===== src/rtl/oai33_cell_bist.sv =====
// -----------------------------------------------------------------------------
// oai33_cell_bist
//
// Built-in self-test wrapper for a single OAI33 cell (ZN = !((A1|A2|A3)&(B1|B2|B3))).
// An exhaustive generator walks vec = {B3,B2,B1,A3,A2,A1} from 0 to 63. Each
// vector is driven, allowed to settle for SETTLE_CYCLES, and then ZN is
// compared against the ideal function. The block reports pass/fail, a
// saturating mismatch count and the index of the first failing vector.
//
// Optional feature (macro OAI33_CELL_BIST_MISR_EN): adds SIGNATURE[15:0], a
// CRC-CCITT (x^16+x^12+x^5+1) signature of every sampled ZN, seeded to 16'hFFFF
// when a run starts.
//
// Ports:
//   CLK         in   rising-edge clock
//   RN          in   synchronous active-low reset
//   START       in   starts a run (honoured only when idle or done)
//   ZN          in   output of the cell under test
//   A1..B3      out  registered drive to the cell under test
//   BUSY        out  run in progress
//   DONE        out  run complete; held until next START or reset
//   PASS        out  valid with DONE; 1 when the run had no mismatch
//   ERR_CNT     out  saturating mismatch count
//   FAIL_VALID  out  a mismatch has been captured
//   FIRST_FAIL  out  vector index of the first mismatch
//   SIGNATURE   out  CRC signature (only with OAI33_CELL_BIST_MISR_EN)
//
// Parameters:
//   SETTLE_CYCLES  settle wait between drive and sample, legal range 1..15
//   ERR_W          width of the error counter
// -----------------------------------------------------------------------------
module oai33_cell_bist #(
   parameter int unsigned SETTLE_CYCLES = 2,
   parameter int unsigned ERR_W         = 7
) (
   input  logic             CLK,
   input  logic             RN,
   input  logic             START,
   input  logic             ZN,
   output logic             A1,
   output logic             A2,
   output logic             A3,
   output logic             B1,
   output logic             B2,
   output logic             B3,
   output logic             BUSY,
   output logic             DONE,
   output logic             PASS,
   output logic [ERR_W-1:0] ERR_CNT,
   output logic             FAIL_VALID,
   output logic [5:0]       FIRST_FAIL
`ifdef OAI33_CELL_BIST_MISR_EN
   ,
   output logic [15:0]      SIGNATURE
`endif
);

   typedef enum logic [2:0] {
      ST_IDLE,
      ST_DRIVE,
      ST_SETTLE,
      ST_SAMPLE,
      ST_DONE
   } state_e;

   // The settle counter counts down to zero and SAMPLE follows the cycle in
   // which it reads zero, so SETTLE lasts exactly SETTLE_CYCLES cycles.
   localparam logic [3:0] CNT_LOAD = 4'(SETTLE_CYCLES - 1);

   state_e             state_q, state_d;
   logic [5:0]         vec_q, vec_d;
   logic [5:0]         pins_q, pins_d;
   logic [3:0]         cnt_q, cnt_d;
   logic               busy_q, busy_d;
   logic               done_q, done_d;
   logic               pass_q, pass_d;
   logic [ERR_W-1:0]   err_q, err_d;
   logic               fail_valid_q, fail_valid_d;
   logic [5:0]         first_fail_q, first_fail_d;
`ifdef OAI33_CELL_BIST_MISR_EN
   logic [15:0]        sig_q, sig_d;
   logic               sig_fb;
`endif

   logic exp_zn;
   logic mismatch;

   assign exp_zn   = ~((vec_q[0] | vec_q[1] | vec_q[2]) & (vec_q[3] | vec_q[4] | vec_q[5]));
   // Case-inequality so an X or Z on ZN is scored as a mismatch.
   assign mismatch = (ZN !== exp_zn);

`ifdef OAI33_CELL_BIST_MISR_EN
   assign sig_fb = sig_q[15] ^ ZN;
`endif

   always_comb begin
      // NOTE: every _d starts as its _q so no branch can leave it unassigned and infer a latch.
      state_d      = state_q;
      vec_d        = vec_q;
      pins_d       = pins_q;
      cnt_d        = cnt_q;
      busy_d       = busy_q;
      done_d       = done_q;
      pass_d       = pass_q;
      err_d        = err_q;
      fail_valid_d = fail_valid_q;
      first_fail_d = first_fail_q;
`ifdef OAI33_CELL_BIST_MISR_EN
      sig_d        = sig_q;
`endif

      unique case (state_q)
         ST_IDLE, ST_DONE: begin
            if (START) begin
               state_d      = ST_DRIVE;
               vec_d        = 6'd0;
               busy_d       = 1'b1;
               done_d       = 1'b0;
               pass_d       = 1'b0;
               err_d        = '0;
               fail_valid_d = 1'b0;
               first_fail_d = 6'd0;
`ifdef OAI33_CELL_BIST_MISR_EN
               sig_d        = 16'hFFFF;
`endif
            end
         end

         ST_DRIVE: begin
            pins_d  = vec_q;
            cnt_d   = CNT_LOAD;
            state_d = ST_SETTLE;
         end

         ST_SETTLE: begin
            if (cnt_q == 4'd0) state_d = ST_SAMPLE;
            else               cnt_d   = cnt_q - 4'd1;
         end

         ST_SAMPLE: begin
            if (mismatch) begin
               if (err_q != '1) err_d = err_q + 1'b1;
               if (!fail_valid_q) begin
                  fail_valid_d = 1'b1;
                  first_fail_d = vec_q;
               end
            end
`ifdef OAI33_CELL_BIST_MISR_EN
            sig_d = {sig_q[14:0], 1'b0} ^ (sig_fb ? 16'h1021 : 16'h0000);
`endif
            if (vec_q == 6'd63) begin
               state_d = ST_DONE;
               busy_d  = 1'b0;
               done_d  = 1'b1;
               // The current sample has not reached fail_valid_q yet.
               pass_d  = ~fail_valid_q & ~mismatch;
               pins_d  = 6'd0;
            end else begin
               vec_d   = vec_q + 6'd1;
               state_d = ST_DRIVE;
            end
         end

         default: state_d = ST_IDLE;
      endcase
   end

   always_ff @(posedge CLK) begin
      // NOTE: reset is synchronous; RN only takes effect on a rising CLK edge.
      if (!RN) begin
         state_q      <= ST_IDLE;
         vec_q        <= 6'd0;
         pins_q       <= 6'd0;
         cnt_q        <= 4'd0;
         busy_q       <= 1'b0;
         done_q       <= 1'b0;
         pass_q       <= 1'b0;
         err_q        <= '0;
         fail_valid_q <= 1'b0;
         first_fail_q <= 6'd0;
`ifdef OAI33_CELL_BIST_MISR_EN
         sig_q        <= 16'h0000;
`endif
      end else begin
         // NOTE: non-blocking so every register samples the pre-edge values together.
         state_q      <= state_d;
         vec_q        <= vec_d;
         pins_q       <= pins_d;
         cnt_q        <= cnt_d;
         busy_q       <= busy_d;
         done_q       <= done_d;
         pass_q       <= pass_d;
         err_q        <= err_d;
         fail_valid_q <= fail_valid_d;
         first_fail_q <= first_fail_d;
`ifdef OAI33_CELL_BIST_MISR_EN
         sig_q        <= sig_d;
`endif
      end
   end

   assign {B3, B2, B1, A3, A2, A1} = pins_q;
   assign BUSY       = busy_q;
   assign DONE       = done_q;
   assign PASS       = pass_q;
   assign ERR_CNT    = err_q;
   assign FAIL_VALID = fail_valid_q;
   assign FIRST_FAIL = first_fail_q;
`ifdef OAI33_CELL_BIST_MISR_EN
   assign SIGNATURE  = sig_q;
`endif

endmodule


===== config.mk =====
export PLATFORM = sky130hd
export DESIGN_NAME = oai33_cell_bist
export DESIGN_NICKNAME = d
export VERILOG_FILES = /design/src/rtl/oai33_cell_bist.sv
export SDC_FILE = /design/constraint.sdc
export NUM_CORES = 1
export LEC_CHECK = 0
export BUFFER_PORTS_ARGS = -buffer_cell sky130_fd_sc_hd__buf_2
export CAP_MARGIN = 20
export CORE_ASPECT_RATIO = 1.4
export CORE_MARGIN = 2
export CORE_UTILIZATION = 44
export CTS_BUF_LIST = sky130_fd_sc_hd__clkbuf_8
export CTS_CLUSTER_DIAMETER = 200
export CTS_CLUSTER_SIZE = 24
export DETAILED_ROUTE_END_ITERATION = 16
export PLACE_DENSITY = 0.71
export SLEW_MARGIN = 5
export SYNTH_ARGS = -nofsm -noshare
export SYNTH_HDL_FRONTEND = slang
export SYNTH_SLANG_ARGS = --single-unit

===== constraint.sdc =====
create_clock -name CLK -period 2 [get_ports CLK]
set_input_delay 0 -clock CLK [delete_from_list [all_inputs] [get_ports CLK]]
set_output_delay 0 -clock CLK [all_outputs]
set_load 0.03 [all_outputs]

==> impl_metrics.ini, run 1 <==
[grt]
grtUsageMet1_pct = 22.2
grt_pass1_vias = 1423
top_usage_layer = met2
gr-usage-met3_pct = 4.72
grt_antenna_before_repair = 0
grt_pass1_wl_um = 6160
grt_start_max_net_pins = 24
grt_util_all_layers_pct = 17.7
grt-ovfl-total = 0
met2_usage_pct = 29.0

[power]
ir_drop_mv = 0.556
sequentialPowerShare_pct = 42.6
power.leakage_nw = 0.855
p_clk_share_pct = 33.3
intPower_w = 0.00128
p_per_area_nw_per_um2 = 965
power_frac_comb_pct = 24.0
p_sw_share_pct = 32.8
netSwitchingPower_w = 0.000628

[cells_and_area]
syn_to_final_growth_pct = 19.5
finalNonFillerCells = 276
final_layout_size_suffix_gt1_share_pct = 21.8
fin_nets = 242
diodes = 0

[floorplanning]
die_w_um = 55.9
dieHeight_um = 76.7
start_util_pct = 45.5
dieArea_um2 = 4280
io_pins = 27
std_cell_rows = 26
core_area_um2 = 3640

[yosys]
syn_area_um2 = 1660
ys_ff_latch = 36
yosysSeqAreaShare_pct = 43.4
synth-compound-area-share_pct = 13.2
synthAdderAreaFrac_pct = 3.77
synth_ff_type = dfxtp_1
synthMuxAreaShare_pct = 1.21
synth_nets = 209
yosysWarningCount = 0
synth_top_family_by_area = simple AND/OR/NAND/NOR gates
synth_edf_count = 0
syn_area_per_cell_um2 = 8.30
synth_cells = 200
synth_xor_area_share_pct = 3.70
ys_async_sr_fraction_pct = 0
synth_cell_types = 42
yosys.area_share.simple_pct = 29.8

[worst_setup_path]
crit_type = flip-flop to flip-flop
endpoint_kind = flip-flop
path_cells = inv_1 -> ha_1 -> nor2b_1 -> or3_4 -> and4b_2 -> nand3_1 -> o21ai_1
required_ns = 2.18
slowest_stage = or3_4
cp.arrival_ns = 2.01
max_stage_delay_ns = 0.40
path_max_fanout = 12
start_kind = flip-flop

[sta]
relSlewSlack_pct = 63.6
hold_ws_ns = 0.0189
finalCriticalPeriod_ns = 1.83
setup_viol = 0
fmax_mhz = 546
fin_skew_ns = 0.00472
finalHoldViolCount = 0
rsz0062_at_grt = no
tightest_slew_ns = 0.547
post-route-period-util_pct = 91.5
drv_slew = 0
fin_setup_tns_ns = 0

[clock_network]
clock_latency_ns = 0.29
numClockSinks = 36
tritoncts = done
clk_path_buf_depth = 2
clk_pin_slew_worst_paths_ns = 0.07
h-tree-depth = 2
root_buffer = clkbuf_8
cts_made_buffers = 5

[route]
firstDrtPassIters = 4
first_iter_violations = 42
wl_um = 3590
wire_per_inst_um = 13.0
vias_per_cell = 5.41
drtAntennaViolNets = 0
drc = 0
vias = 1492

[placed_design]
place.gp.congestion = 0.808
placedCellCount = 267
hpwl_um = 2520
port_buffers = 26

[run]
max_cap_viol_count = 0

[outcome]
status = finished clean

[worst_hold_path]
hold_class = input pin to flip-flop
worst paths after layout:
| path | slack [ns] | to | from | cells past startpoint |
|---|---|---|---|---|
| setup / recovery | 0.17 | FIRST_FAIL[0]$_SDFFE_PN0P_ | vec_q[0]$_SDFFE_PN0P_ | 7 |
| hold / removal | 0.02 | state_q[2]$_SDFFE_PN0P_ | RN | 3 |
| setup reg to reg | 0.17 | FIRST_FAIL[0]$_SDFFE_PN0P_ | vec_q[0]$_SDFFE_PN0P_ | 7 |
| hold reg to reg | 0.45 | DONE$_SDFFE_PN0P_ | DONE$_SDFFE_PN0P_ | 2 |
flip-flops by register name (all words and copies together), names as in the netlist:
name / count
pins_q: 6
cnt_q: 4
BUSY: 1
PASS: 1
FIRST_FAIL: 6
state_q: 3
DONE: 1
ERR_CNT: 7
vec_q: 6
FAIL_VALID: 1
what timing repair did:
action | 4_1_cts | 5_1_grt
buffers inserted | 0 | 0
hold buffers | 1 | 0
endpoints found under the setup margin | 0 | 7
resized for setup | 0 | 3
hold endpoints to repair | 1 | 0
Yosys cell counts (2+ instances only):
cell type	number	area, um^2
buf_2	2	10.0
nand4_1	4	25.0
a211o_1	2	17.5
or3_1	3	18.8
xnor2_1	3	26.3
nor4_1	2	12.5
o21ai_1	6	30.0
o21a_1	2	15.0
nor2_1	22	82.6
clkbuf_1	5	18.8
inv_1	6	22.5
xor2_1	4	35.0
nand2b_1	2	12.5
nand2_1	20	75.1
o21ai_0	3	15.0
buf_6	2	22.5
a21oi_1	14	70.1
nand3_1	27	135
nor3_1	3	15.0
dfxtp_1	36	721
mux2i_1	2	20.0
and3_1	6	37.5
ha_1	5	62.6
cell type report:
cell class | instances | area [um^2]
clock inverter | 3 | 42.5
fill | 354 | 1660
timing repair buffer | 36 | 208
tap | 42 | 52.6
clock buffer | 5 | 68.8
multi-input combinational | 147 | 863
inverter | 7 | 26.3
sequential | 36 | 722
per-layer routing:
metal / vias up / part of all wire (%)
met5: - / 0
met3: 5 / 3.8
met2: 29 / 50
met4: 0 / 1.5
li1: 764 / -
met1: 694 / 45
cells in the final DEF, fill, tap and decap left out, drive strengths merged, types with 5 or more instances in the layout:
master  count
buf        35
ha          5
nand3      27
and3        6
inv         6
a21oi      14
nand2      20
o21ai      10
dfxtp      36
nor2       22
clkbuf      5
power groups by stage:
| stage | sequential, W | clock (W) | combinational, W |
|---|---|---|---|
| after floorplan | 0.000836 | 0 | 0.000330 |
| after CTS | 0.000816 | 0.000653 | 0.000461 |
| final | 0.000816 | 0.000638 | 0.000460 |
| after global routing | 0.000823 | 0.000678 | 0.000524 |
| after detailed placement | 0.000833 | 0 | 0.000453 |
| after global placement | 0.000829 | 0 | 0.000455 |
worst max-delay path, delay by kind of cell, from the launching register on:
family	cells	cell delay (ns)
DFF	1	0.38
adders and majority gates	1	0.19
buffers and inverters	1	0.07
and+or+nand+nor	4	1.00
AOI/OAI and AO/OA	1	0.06
logic make-up after synthesis:
logic type	after synthesis
XOR/XNOR	7
AO/OA/AOI/OAI	35
flip-flops	36
adder cells (fa/ha/maj)	5
buffers and inverters	17
AND/OR/NAND/NOR	98
multiplexers	2
per-stage QoR:
stage	instance area (um^2)	power (W)	util (%)	worst slack, ns
3_5_place_dp	1850	0.00129	50.9	0.106
2_1_floorplan	1660	0.00117	-	0.200
6_report	1980	0.00191	54.4	0.169
4_1_cts	1980	0.00193	54.2	0.0881
3_3_place_gp	1850	0.00128	50.9	0.168
5_1_grt	1980	0.00203	54.4	0.0445
Note: power is estimated with default switching activity, not from simulation.
==> run 2: changes to the inputs <==
- GPL_TIMING_DRIVEN: not set -> 0
==> impl_metrics.ini, run 2 (same netlist as run 1, synthesis figures left out) <==
[worst_setup_path]
start_kind = flip-flop
reg2regPathDepth = 8
path_max_fanout = 10
cp.arrival_ns = 2.08
endpoint_kind = flip-flop
required_ns = 2.18
crit_type = flip-flop to flip-flop
rrSetupSlack_ns = 0.10
rr_endpoint = FIRST_FAIL[2]$_SDFFE_PN0P_
r2r_start = vec_q[0]$_SDFFE_PN0P_

[cells_and_area]
multi_input_comb_area_um2 = 857
final_layout_size_suffix_gt1_share_pct = 18.8
fill_cells = 375
register_area_um2 = 726
largest_register_ffs = 7
fin_nets = 242
final_util_pct = 53.6
most-common-layout-cells = dfxtp_1 (34), buf_2 (28), nand3_1 (27)
syn_to_final_growth_pct = 17.8
mostFrequentLayoutCell = dfxtp_1
diodes = 0

[sta]
finalHoldViolCount = 0
fmax_mhz = 527
rsz0062_at_grt = no
fin_skew_ns = 0.00425
finalCriticalPeriod_ns = 1.90
relSlewSlack_pct = 67.8
fin_setup_tns_ns = 0
post-route-period-util_pct = 94.8
worst_slack_ns = 0.103
setup_viol = 0
drv_slew = 0
tightest_slew_ns = 0.482
hold_ws_ns = 0.00981

[power]
ir_drop_mv = 0.554
intPower_w = 0.00127
power.leakage_nw = 0.840
netSwitchingPower_w = 0.000613
p_per_area_nw_per_um2 = 962
p_clk_share_pct = 32.9
power_frac_comb_pct = 24.0
sequentialPowerShare_pct = 43.2
p_sw_share_pct = 32.6

[grt]
grt-ovfl-total = 0
grt_pass1_vias = 1348
grt_util_all_layers_pct = 18.2
grt_start_max_net_pins = 12
grt_antenna_before_repair = 0
grt_pass1_wl_um = 6220

[route]
wl_um = 3560
vias = 1488
vias_per_cell = 5.39
drtAntennaViolNets = 0
firstDrtPassIters = 4
wire_per_inst_um = 12.9
drc = 0
first_iter_violations = 37

[placed_design]
place.gp.congestion = 0.794
place_ws_ns = 0.0436
hpwl_um = 2660
port_buffers = 26

[floorplanning]
dieArea_um2 = 4280
die_w_um = 55.9
dieHeight_um = 76.7
std_cell_rows = 26
io_pins = 27
start_util_pct = 45.5
core_area_um2 = 3640

[clock_network]
clk_pin_slew_worst_paths_ns = 0.07
hold_buffers = 0
clock_latency_ns = 0.29
post_cts_resize_count = 0
cts_setup_buffers = 0
clk_path_buf_depth = 2
numClockSinks = 36
cts_made_buffers = 5
h-tree-depth = 2
root_buffer = clkbuf_8
tritoncts = done

[worst_hold_path]
whs_path_depth = 3
hp-start = START
hold-path-endpoint = state_q[2]$_SDFFE_PN0P_
hold_class = input pin to flip-flop

[outcome]
status = finished clean

[run]
max_cap_viol_count = 0
==> run 2: changes by cell type in the layout (fill, tap and decap cells not counted), sizes merged <==
cell,change
dlygate4sd3,-1
buf,-4
clkinvlp,-1
inv,+1
clkbuf,+5
==> run 2: area by class of cell <==
cell class,count,share of cell area [%]
plain buffers,10,2.82
clock buffers,5,3.52
clock inverters,3,1.98
inverters,7,1.34
multi-input cells,147,43.9
flip-flops and latches,36,37.1
well taps,42,2.69
repair buffers,26,6.66
==> run 2: critical path, cell delays in order (launching register included) <==
cell	delay [ns]
dfxtp_2	0.39
inv_1	0.07
ha_1	0.19
nor2b_1	0.15
or3_4	0.41
and4b_1	0.24
buf_2	0.18
nand3_1	0.09
o21ai_1	0.07
==> run 2: metrics by stage <==
step,std cells,instance area (um^2),total power (W)
floorplan,200,1660,0.00117
global placement,268,1840,0.00127
detailed placement,268,1840,0.00128
CTS,276,1950,0.00189
global route,276,1950,0.00200
finish,276,1950,0.00188
==> run 2: power by group through the flow <==
stage / logic (W) / registers, W / clock network, W
global placement: 0.000443 / 0.000826 / 0
global route: 0.000515 / 0.000820 / 0.000663
finish: 0.000451 / 0.000811 / 0.000618
detailed placement: 0.000447 / 0.000829 / 0
floorplan: 0.000330 / 0.000836 / 0
CTS: 0.000452 / 0.000812 / 0.000630
==> run 2: layer usage <==
metal,global-route usage [%],wire length [um],vias up
met5,0,0,-
met2,29.8,1770,27
li1,-,-,764
met4,7.14,64,0
met1,22.4,1580,692
met3,5.06,141,5
==> run 2: worst max-delay path by stage <==
stage                           from  cells past startpoint                    endpoint  slack [ns]
6_report       vec_q[0]$_SDFFE_PN0P_                      8  FIRST_FAIL[2]$_SDFFE_PN0P_        0.10
5_1_grt        vec_q[0]$_SDFFE_PN0P_                      8  FIRST_FAIL[3]$_SDFFE_PN0P_       0.007
4_1_cts        vec_q[0]$_SDFFE_PN0P_                      8  FIRST_FAIL[5]$_SDFFE_PN0P_        0.02
3_5_place_dp   vec_q[0]$_SDFFE_PN0P_                      8  FIRST_FAIL[2]$_SDFFE_PN0P_        0.04
3_3_place_gp   vec_q[0]$_SDFFE_PN0P_                      8  FIRST_FAIL[2]$_SDFFE_PN0P_        0.04
2_1_floorplan  vec_q[0]$_SDFFE_PN0P_                      8  FIRST_FAIL[2]$_SDFFE_PN0P_        0.20
